File: src/rtl/wb_initiator_pkg.sv
// rtl/wb_initiator_pkg.sv - shared types and constants for the Wishbone initiator
//
// Holds the initiator state encoding, the timeout counter width and the
// project-select harness register addresses used by benches and the debug bridge.

package wb_initiator_pkg;

    typedef enum logic [1:0] {
        ST_IDLE = 2'd0,
        ST_BUS  = 2'd1,
        ST_RESP = 2'd2
    } wbi_state_e;

    localparam int WBI_CNT_W = 16;

    localparam logic [31:0] HARNESS_ACTIVE_ADR = 32'h3000_0000;
    localparam logic [31:0] HARNESS_OEB0_ADR   = 32'h3000_0004;
    localparam logic [31:0] HARNESS_OEB1_ADR   = 32'h3000_0008;
    localparam logic [31:0] HARNESS_WS2812_ADR = 32'h3000_0100;
    localparam logic [31:0] HARNESS_7SEG_ADR   = 32'h3000_0200;
    localparam logic [31:0] HARNESS_FREQ_ADR   = 32'h3000_0400;
    localparam logic [31:0] HARNESS_WATCH_ADR  = 32'h3000_0500;

endpackage

File: src/rtl/wb_timeout_counter.sv
// rtl/wb_timeout_counter.sv - saturating bus-cycle timeout counter
//
// Ports:
//   clk, reset      clock, synchronous active-high reset
//   clear           zero the count (takes priority over enable)
//   enable          count one more waiting cycle at this edge
//   expired         the count reaches LIMIT at the coming edge if enabled

module wb_timeout_counter #(
    parameter int CNT_W = 16,
    parameter int LIMIT = 255
) (
    input  logic clk,
    input  logic reset,
    input  logic clear,
    input  logic enable,
    output logic expired
);

    localparam logic [CNT_W-1:0] LAST = CNT_W'(LIMIT - 1);

    logic [CNT_W-1:0] count_q, count_d;

    always_comb begin
        count_d = count_q;
        if (clear) begin
            count_d = '0;
        end else if (enable && (count_q != {CNT_W{1'b1}})) begin
            count_d = count_q + 1'b1;
        end
    end

    always_ff @(posedge clk) begin
        if (reset) begin
            count_q <= '0;
        end else begin
            count_q <= count_d;
        end
    end

    // count_q holds the number of waiting edges already seen; the edge that
    // would make it LIMIT is the expiring one.
    assign expired = (count_q >= LAST);

endmodule

File: src/rtl/wishbone_initiator.sv
// rtl/wishbone_initiator.sv - single-outstanding Wishbone classic-cycle initiator
//
// Optional feature macro: WB_INITIATOR_TIMEOUT_EN (timeout counter and abort path).
//
// Ports:
//   clk, reset                     clock, synchronous active-high reset
//   cmd_valid/cmd_ready            command handshake
//   cmd_we/cmd_sel/cmd_adr/cmd_dat command fields
//   rsp_valid/rsp_ready            response handshake
//   rsp_dat/rsp_err                read data (0 for writes/errors), timeout flag
//   busy                           high while a cycle or response is pending
//   wbm_*                          Wishbone master port

module wishbone_initiator
    import wb_initiator_pkg::*;
#(
    parameter int TIMEOUT_CYCLES = 255
) (
    input  logic        clk,
    input  logic        reset,
    input  logic        cmd_valid,
    output logic        cmd_ready,
    input  logic        cmd_we,
    input  logic [3:0]  cmd_sel,
    input  logic [31:0] cmd_adr,
    input  logic [31:0] cmd_dat,
    output logic        rsp_valid,
    input  logic        rsp_ready,
    output logic [31:0] rsp_dat,
    output logic        rsp_err,
    output logic        busy,
    output logic        wbm_cyc_o,
    output logic        wbm_stb_o,
    output logic        wbm_we_o,
    output logic [3:0]  wbm_sel_o,
    output logic [31:0] wbm_adr_o,
    output logic [31:0] wbm_dat_o,
    input  logic        wbm_ack_i,
    input  logic [31:0] wbm_dat_i
);

    wbi_state_e  state_q, state_d;
    logic        cyc_q, cyc_d;
    logic        we_q, we_d;
    logic [3:0]  sel_q, sel_d;
    logic [31:0] adr_q, adr_d;
    logic [31:0] dat_q, dat_d;
    logic [31:0] rsp_dat_q, rsp_dat_d;

    logic cmd_fire;
    logic bus_ack;
    logic timeout_hit;

    assign cmd_fire = (state_q == ST_IDLE) && cmd_valid;
    // ack only counts while a cycle is in flight; late or stale acks fall through
    assign bus_ack  = (state_q == ST_BUS) && wbm_ack_i;

`ifdef WB_INITIATOR_TIMEOUT_EN
    logic expired;
    logic err_q, err_d;

    wb_timeout_counter #(
        .CNT_W (WBI_CNT_W),
        .LIMIT (TIMEOUT_CYCLES)
    ) u_timeout (
        .clk     (clk),
        .reset   (reset),
        .clear   (cmd_fire),
        .enable  ((state_q == ST_BUS) && !wbm_ack_i),
        .expired (expired)
    );

    // ack on the expiring edge wins
    assign timeout_hit = (state_q == ST_BUS) && !wbm_ack_i && expired;

    always_comb begin
        err_d = err_q;
        if (bus_ack) begin
            err_d = 1'b0;
        end else if (timeout_hit) begin
            err_d = 1'b1;
        end
    end

    always_ff @(posedge clk) begin
        if (reset) begin
            err_q <= 1'b0;
        end else begin
            err_q <= err_d;
        end
    end

    assign rsp_err = err_q;
`else
    logic timeout_unused;
    assign timeout_unused = (TIMEOUT_CYCLES > 0);
    assign timeout_hit    = 1'b0;
    assign rsp_err        = 1'b0;
`endif

    // state register
    always_ff @(posedge clk) begin
        if (reset) begin
            state_q <= ST_IDLE;
        end else begin
            state_q <= state_d;
        end
    end

    // next-state logic
    always_comb begin
        state_d = state_q;
        case (state_q)
            ST_IDLE: if (cmd_valid)               state_d = ST_BUS;
            ST_BUS:  if (bus_ack || timeout_hit)  state_d = ST_RESP;
            ST_RESP: if (rsp_ready)               state_d = ST_IDLE;
            default:                              state_d = ST_IDLE;
        endcase
    end

    // outputs decoded from state
    always_comb begin
        cmd_ready = (state_q == ST_IDLE);
        busy      = (state_q != ST_IDLE);
        rsp_valid = (state_q == ST_RESP);
    end

    // bus and response datapath
    always_comb begin
        cyc_d     = cyc_q;
        we_d      = we_q;
        sel_d     = sel_q;
        adr_d     = adr_q;
        dat_d     = dat_q;
        rsp_dat_d = rsp_dat_q;
        if (cmd_fire) begin
            cyc_d = 1'b1;
            we_d  = cmd_we;
            sel_d = cmd_sel;
            adr_d = cmd_adr;
            dat_d = cmd_dat;
        end else if (bus_ack) begin
            cyc_d     = 1'b0;
            rsp_dat_d = we_q ? 32'h0 : wbm_dat_i;
        end else if (timeout_hit) begin
            cyc_d     = 1'b0;
            rsp_dat_d = 32'h0;
        end
    end

    always_ff @(posedge clk) begin
        if (reset) begin
            cyc_q     <= 1'b0;
            we_q      <= 1'b0;
            sel_q     <= 4'h0;
            adr_q     <= 32'h0;
            dat_q     <= 32'h0;
            rsp_dat_q <= 32'h0;
        end else begin
            cyc_q     <= cyc_d;
            we_q      <= we_d;
            sel_q     <= sel_d;
            adr_q     <= adr_d;
            dat_q     <= dat_d;
            rsp_dat_q <= rsp_dat_d;
        end
    end

    assign wbm_cyc_o = cyc_q;
    assign wbm_stb_o = cyc_q;
    assign wbm_we_o  = we_q;
    assign wbm_sel_o = sel_q;
    assign wbm_adr_o = adr_q;
    assign wbm_dat_o = dat_q;
    assign rsp_dat   = rsp_dat_q;

endmodule
File: config.mk
export PLATFORM = sky130hd
export DESIGN_NAME = wishbone_initiator
export DESIGN_NICKNAME = d
export VERILOG_FILES = /design/src/rtl/wb_initiator_pkg.sv /design/src/rtl/wb_timeout_counter.sv /design/src/rtl/wishbone_initiator.sv
export SDC_FILE = /design/constraint.sdc
export NUM_CORES = 1
export LEC_CHECK = 0
export BUFFER_PORTS_ARGS = -buffer_cell sky130_fd_sc_hd__buf_2
export CAP_MARGIN = 10
export CORE_ASPECT_RATIO = 0.9
export CORE_MARGIN = 2
export CORE_UTILIZATION = 49
export CTS_BUF_LIST = sky130_fd_sc_hd__clkbuf_4 sky130_fd_sc_hd__clkbuf_8
export DETAILED_ROUTE_END_ITERATION = 12
export HOLD_SLACK_MARGIN = 0.03
export PLACE_DENSITY = 0.83
export SYNTH_ARGS = -nofsm -noshare
export SYNTH_HDL_FRONTEND = slang
export SYNTH_HIERARCHICAL = 1
export SYNTH_SLANG_ARGS = --single-unit
File: constraint.sdc
create_clock -name clk -period 1.8 [get_ports clk]
set_clock_uncertainty 0.2 [all_clocks]
set_input_delay 0.09 -clock clk [delete_from_list [all_inputs] [get_ports clk]]
set_output_delay 0.09 -clock clk [all_outputs]
set_load 0.01 [all_outputs]
==> results of run 1 <==
-- Yosys cell counts --
cell type  instances
a2111oi_0          1
and3b_1            1
buf_2              2
buf_4              3
buf_6             11
clkbuf_1          23
conb_1             1
dfxtp_1          104
inv_1              2
mux2i_1          101
nand2b_1         171
nor2_1             2
nor2b_1            1
nor3b_1            2
o21a_1             1
o2bb2ai_1          1
or3b_1            32
-- through the flow --
step | hold slack [ps] | instances
2_1_floorplan | 6.52 | 459
3_3_place_gp | 109 | 764
3_5_place_dp | 125 | 764
4_1_cts | 33.5 | 883
5_1_grt | 73.0 | 883
6_report | 53.7 | 883
-- final cells by class --
cell class              instances  area [sq um]
clock buffers                  10           131
clock inverters                 5          57.6
fillers                       656          2500
inverters                       2          7.51
multi-input cells             314          2430
flip-flops and latches        104          2080
well taps                     126           158
repair buffers                322          2200
-- logic make-up after synthesis --
logic type,share of synthesized area (%)
buffers and inverters,5.26
DFF,43.7
and+or+nand+nor,29.2
other,0.0788
muxes,21.2
AOI/OAI and AO/OA,0.526
-- worst register-to-register path: stages (launching register included) --
cell     delay [ps]
dfxtp_1         360
nor3b_2         360
buf_4           450
mux2i_1         290
-- report_power, final --
group / leakage [nW] / switching (mW) / internal [mW]
combinational: 2.32 / 0.472 / 0.596
clock: 0.0999 / 0.783 / 0.656
sequential: 0.852 / 0.0848 / 2.45
total: 3.27 / 1.34 / 3.70
-- repair_timing --
item	4_1_cts	5_1_grt
setup endpoints to repair	0	1
buffers inserted	0	0
gates resized for setup	0	2
endpoints found under the hold margin	103	0
hold buffers	104	0
-- path summary, 6_finish.rpt --
| check | end | slack, ps |
|---|---|---|
| max | wbm_dat_o[31]$_SDFFE_PP0N_ | 60 |
| min | rsp_dat[22]$_SDFFE_PP0P_ | 50 |
| min reg2reg | wbm_dat_o[0]$_SDFFE_PP0N_ | 280 |
| max reg2reg | wbm_dat_o[31]$_SDFFE_PP0N_ | 60 |
-- metal layers --
metal	vias to the layer above	GRT usage, %	share of wire, %
met5	-	0	0
met4	0	10.1	2.8
met3	33	5.37	5.3
met2	154	43.3	51
met1	1981	28.0	41
li1	2098	-	-
-- sequential cells by signal (all words and copies together), names as in the netlist --
name	cells
wbm_cyc_o	1
wbm_adr_o	32
rsp_dat	32
wbm_dat_o	32
state_q	2
wbm_sel_o	4
wbm_we_o	1
==> metrics.md, run 1 <==
| Metric | Value |
|---|---|
| Outcome | completed |
| Worst Setup Start Kind | flop |
| Num rows | 34 |
| Routability cong. | about 0.70 |
| Hold path cells | 3 |
| VDD IR max | 0.000392 V |
| Ranking of synthesized cells by area | dfxtp_1, nand2b_1, mux2i_1 |
| Most frequent cells in the layout | buf_2, nand2b_1, dlygate4sd3_1 |
| Post-Syn Area | 4760 sq um |
| CTS Root Cell | clkbuf_8 |
| Clock transition at the registers of the reported paths | ~100 ps |
| ANT nets after route | 0 |
| Pwr dens | between 700 and 800 nW/um^2 |
| Dpl ws | 116 ps |
| Levels on crit path | 3 |
| DRT iter0 DRCs | 168 |
| Arrival time at the worst endpoint | roughly 1800 ps |
| DIE WIDTH | 108 um |
| Syn Nets | 565 |
| Finished Core Util | 73.9% |
| First drt pass iteration count | 4 |
| Largest area contributor in the netlist | dfxtp_1 |
| Syn. warnings | 6 |
| CP endpoint kind | flop |
| RR Startpoint | state_q[1]$_SDFFE_PP0P_ |
| Max Freq | 574 MHz |
| Synthesis-to-layout area growth | 48.6% |
| Final hold violations | 0 |
| Vias/cell | 4.83 |
| Placement Cell Area | 5840 sq um |
| DP HPWL | 7.54 mm |
| Die Y | about 100 um |
| Final TNS setup | 0 ps |
| Critical path class | reg2reg |
| Syn_area_per_cell | 10.4 sq um |
| Fin crit share | between 90% and 100% |
| DR vias | 4266 |
| Fin area | 7070 sq um |
| Worst R2R Path Depth | 3 |
| Slew Viols, Final | 0 |
| # nets final | ~860 |
| Core ar. | 9570 sq um |
| Area of the die | 10500 sq um |
| CTS tree | built |
| Routed WL per cell | 14.7 um |
| GRT Resource Usage Total | 24.4% |
| Cts bufs inserted | 9 |
| Min-Delay Path Class | in2reg |
| WP data required | 1860 ps |
| IO Port Bufs | 211 |
| Commonest non-fill, non-tap cell in the layout | buf_2 |
| Total chip power | 5.04 mW |
| Max-cap violations | 0 |
| H-tree lvl count | 3 |
| RSZ-0062 raised after global routing | false |
| Yosys cell types | 17 |
| Lkg Pwr | 3.27 nW |
| Min-delay src | reset |
| Initial antenna violation count | 0 |
| First-pass GRT wire length | 20.6 mm |
| # DRC | 0 |
| Slowest cell on crit path | buf_4 |
| CP max stage delay | 450 ps |
| CTS sink cnt | 104 |
| CP Launch Point | state_q[1]$_SDFFE_PP0P_ |
| Crit-path cells | nor3b_2 > buf_4 > mux2i_1 |
| Top cell type's share of synthesized area | 43.7% |
| Largest net degree at the start of global routing | 95 |
| GRT overflow | 0 |
| Final Setup Violations | 0 |
| Clk_lat worst skew | 340 ps |
| Crit path buffers/inverters | 1 |
| Cell family with most CP delay | buffers and inverters |
| I/O pins | about 210 |
| Synthesized netlist cell count | 459 |
| Tmin final | 1740 ps |
| PnR worst setup slack | 57.7 ps |
| CP max FO | 25 |
| Total Routed Length | 13.0 mm |
| Longest Clk Path Bufs | 2 |
| Seq/Total Area, Yosys | a little over two fifths |
| Antenna Cells | 0 |
| Layout cells sized above 1 | around 31% |
| Initial Utilization | 49.7% |
| Number of global-route vias before repair | roughly 4400 |
| Synthesized flop and latch total | 104 |
(Power assumes the default switching activity.)
==> run 2, diff against run 1 <==
--- a/config.mk
+++ b/config.mk
@@ -7,7 +7,7 @@
 export LEC_CHECK = 0
 export BUFFER_PORTS_ARGS = -buffer_cell sky130_fd_sc_hd__buf_2
 export CAP_MARGIN = 10
-export CORE_ASPECT_RATIO = 0.9
+export CORE_ASPECT_RATIO = 0.7
 export CORE_MARGIN = 2
 export CORE_UTILIZATION = 49
 export CTS_BUF_LIST = sky130_fd_sc_hd__clkbuf_4 sky130_fd_sc_hd__clkbuf_8
==> metrics.md, run 2 (synthesis gave the netlist of run 1 again) <==
| Metric | Value |
|---|---|
| Filler Cell Count | 656 (unchanged) |
| Clk_lat worst skew | 360 ps (was 340 ps) |
| Slowest cell on crit path | dlygate4sd3_1 (was buf_4) |
| Total chip power | 5.24 mW (was 5.04 mW) |
| Lkg Pwr | 3.29 nW (was 3.27 nW) |
| First-pass GRT wire length | 19.9 mm (was 20.6 mm) |
| Num rows | 30 (was 34) |
| Fin crit share | 93.8% (was 96.8%) |
| Crit-path cells | nor2_1 > a2111oi_0 > dlygate4sd3_1 (was nor3b_2 > buf_4 > mux2i_1) |
| Worst Setup Start Kind | flop (unchanged) |
| Largest net degree at the start of global routing | 102 (was 95) |
| Met3 Use GR | 6.71% (was 5.37%) |
| GRT Resource Usage Total | 23.8% (was 24.4%) |
| DRT iter0 DRCs | 229 (was 168) |
| Synthesis-to-layout area growth | 49.6% (was 48.6%) |
| Met1 global-route usage | 27.3% (was 28.0%) |
| Pwr dens | 736 nW/um^2 (was 713 nW/um^2) |
| GR peak layer | met2 (unchanged) |
| Commonest non-fill, non-tap cell in the layout | buf_2 (unchanged) |
| Min-delay src | reset (unchanged) |
| Hold path endpoint | rsp_dat[26]$_SDFFE_PP0P_ (was rsp_dat[22]$_SDFFE_PP0P_) |
| Final Setup Violations | 0 (unchanged) |
| Number of global-route vias before repair | 4204 (was 4352) |
| VDD IR max | 0.000486 V (was 0.000392 V) |
| Setup Fix Bufs, Post-CTS | 0 (unchanged) |
| Initial antenna violation count | 0 (unchanged) |
| Hold path cells | 3 (unchanged) |
| # DRC | 0 (unchanged) |
| Antenna Cells | 0 (unchanged) |
| Final TNS setup | 0 ps (unchanged) |
| WP data required | 1910 ps (was 1860 ps) |
| Longest Clk Path Bufs | 2 (unchanged) |
| DP HPWL | 7.45 mm (was 7.54 mm) |
| Total Routed Length | 12.6 mm (was 13.0 mm) |
| M2 GR Usage | 41.6% (was 43.3%) |
| CP endpoint kind | flop (unchanged) |
| Cts bufs inserted | 9 (unchanged) |
| Core ar. | 9570 sq um (unchanged) |
| Reg-to-Reg End | state_q[0]$_SDFFE_PP0P_ (was wbm_dat_o[31]$_SDFFE_PP0N_) |
| Slew Viols, Final | 0 (unchanged) |
| RR Startpoint | state_q[0]$_SDFFE_PP0P_ (was state_q[1]$_SDFFE_PP0P_) |
| R2R setup slack | 110 ps (was 60 ps) |
| Vias/cell | 4.75 (was 4.83) |
| Worst R2R Path Depth | 3 (unchanged) |
| DIE WIDTH | 122 um (was 108 um) |
| Routability cong. | 0.775 (was 0.702) |
| Clock transition at the registers of the reported paths | 100 ps (about the same) |
| Critical path class | reg2reg (unchanged) |
| Area of the die | 10500 sq um (about the same) |
| Layout cells sized above 1 | 31.2% (about the same) |
| CTS Hold Buffers Added | 104 (unchanged) |
| Tmin final | 1690 ps (was 1740 ps) |
| Placement Cell Area | 5850 sq um (was 5840 sq um) |
| Outcome | completed (unchanged) |
| # nets final | 860 (was 859) |
| Initial Utilization | 49.7% (unchanged) |
| Die Y | 86.5 um (was 97.5 um) |
| Routed WL per cell | 14.2 um (was 14.7 um) |
| Arrival time at the worst endpoint | 1800 ps (was 1810 ps) |
| Final hold violations | 0 (unchanged) |
| Most frequent cells in the layout | buf_2, nand2b_1, dlygate4sd3_1, dfxtp_1, mux2i_1 (was buf_2, nand2b_1, dlygate4sd3_1) |
| CTS sink cnt | 104 (unchanged) |
| Max-cap violations | 0 (unchanged) |
| DR vias | 4211 (was 4266) |
| CP max FO | 7 (was 25) |
| CTS tree | built (unchanged) |
| Max Freq | 592 MHz (was 574 MHz) |
| First drt pass iteration count | 4 (unchanged) |
| GRT overflow | 0 (unchanged) |
| Min-Delay Path Class | in2reg (unchanged) |
| CP max stage delay | 590 ps (was 450 ps) |
| Post-cts gate resize count | 0 (unchanged) |
| H-tree lvl count | 3 (unchanged) |
| RSZ-0062 raised after global routing | false (unchanged) |
| I/O pins | 213 (unchanged) |
| CTS Root Cell | clkbuf_8 (unchanged) |
| IO Port Bufs | 211 (unchanged) |
| ANT nets after route | 0 (unchanged) |
| Fin area | 7120 sq um (was 7070 sq um) |
run 2: worst max path at each step:
| stage | endpoint | from |
|---|---|---|
| 2_1_floorplan | state_q[1]$_SDFFE_PP0P_ | state_q[1]$_SDFFE_PP0P_ |
| 3_3_place_gp | wbm_dat_o[22]$_SDFFE_PP0N_ | state_q[0]$_SDFFE_PP0P_ |
| 3_5_place_dp | wbm_adr_o[11]$_SDFFE_PP0N_ | state_q[0]$_SDFFE_PP0P_ |
| 4_1_cts | state_q[0]$_SDFFE_PP0P_ | state_q[0]$_SDFFE_PP0P_ |
| 5_1_grt | state_q[0]$_SDFFE_PP0P_ | state_q[0]$_SDFFE_PP0P_ |
| 6_report | state_q[0]$_SDFFE_PP0P_ | state_q[0]$_SDFFE_PP0P_ |
run 2: power by group:
part           switching (mW)  total [mW]  leakage, nW  internal, mW
logic                   0.463        1.06         2.33         0.598
clock network           0.787        1.65        0.114         0.859
registers              0.0861        2.54        0.852          2.45
run 2: layer usage:
layer / wire length, um / share of wire, %
met1: 5350 / 42
met4: 378 / 3.0
met3: 753 / 6.0
met5: 0 / 0
met2: 6110 / 49
run 2: per-stage QoR:
| stage | hold slack [ps] | setup slack [ps] | cells | utilization [%] |
|---|---|---|---|---|
| floorplan | 6.52 | 502 | 459 | - |
| global placement | 120 | 315 | 767 | 61.1 |
| detailed placement | 117 | 242 | 767 | 61.1 |
| CTS | 53.3 | 115 | 887 | 74.4 |
| global route | 83.6 | 24.5 | 887 | 74.4 |
| finish | 79.4 | 111 | 887 | 74.4 |
run 2: final cells by class:
type                            instances  area (sq um)  share of cell area (%)
Clock inverter                          4          76.3                    1.07
Sequential cell                       104          2080                    29.2
Inverter                                2          7.51                   0.105
Clock buffer                           12           153                    2.14
Multi-Input combinational cell        314          2430                    34.2
Timing Repair Buffer                  323          2210                    31.0
Tap cell                              128           160                    2.25
run 2: critical path, delay by kind of cell, from the launching register on:
kind,cells,cell delay [ps]
AO/OA/AOI/OAI,1,300
AND/OR/NAND/NOR,1,90
buffers and inverters,1,590
flip-flops,1,450
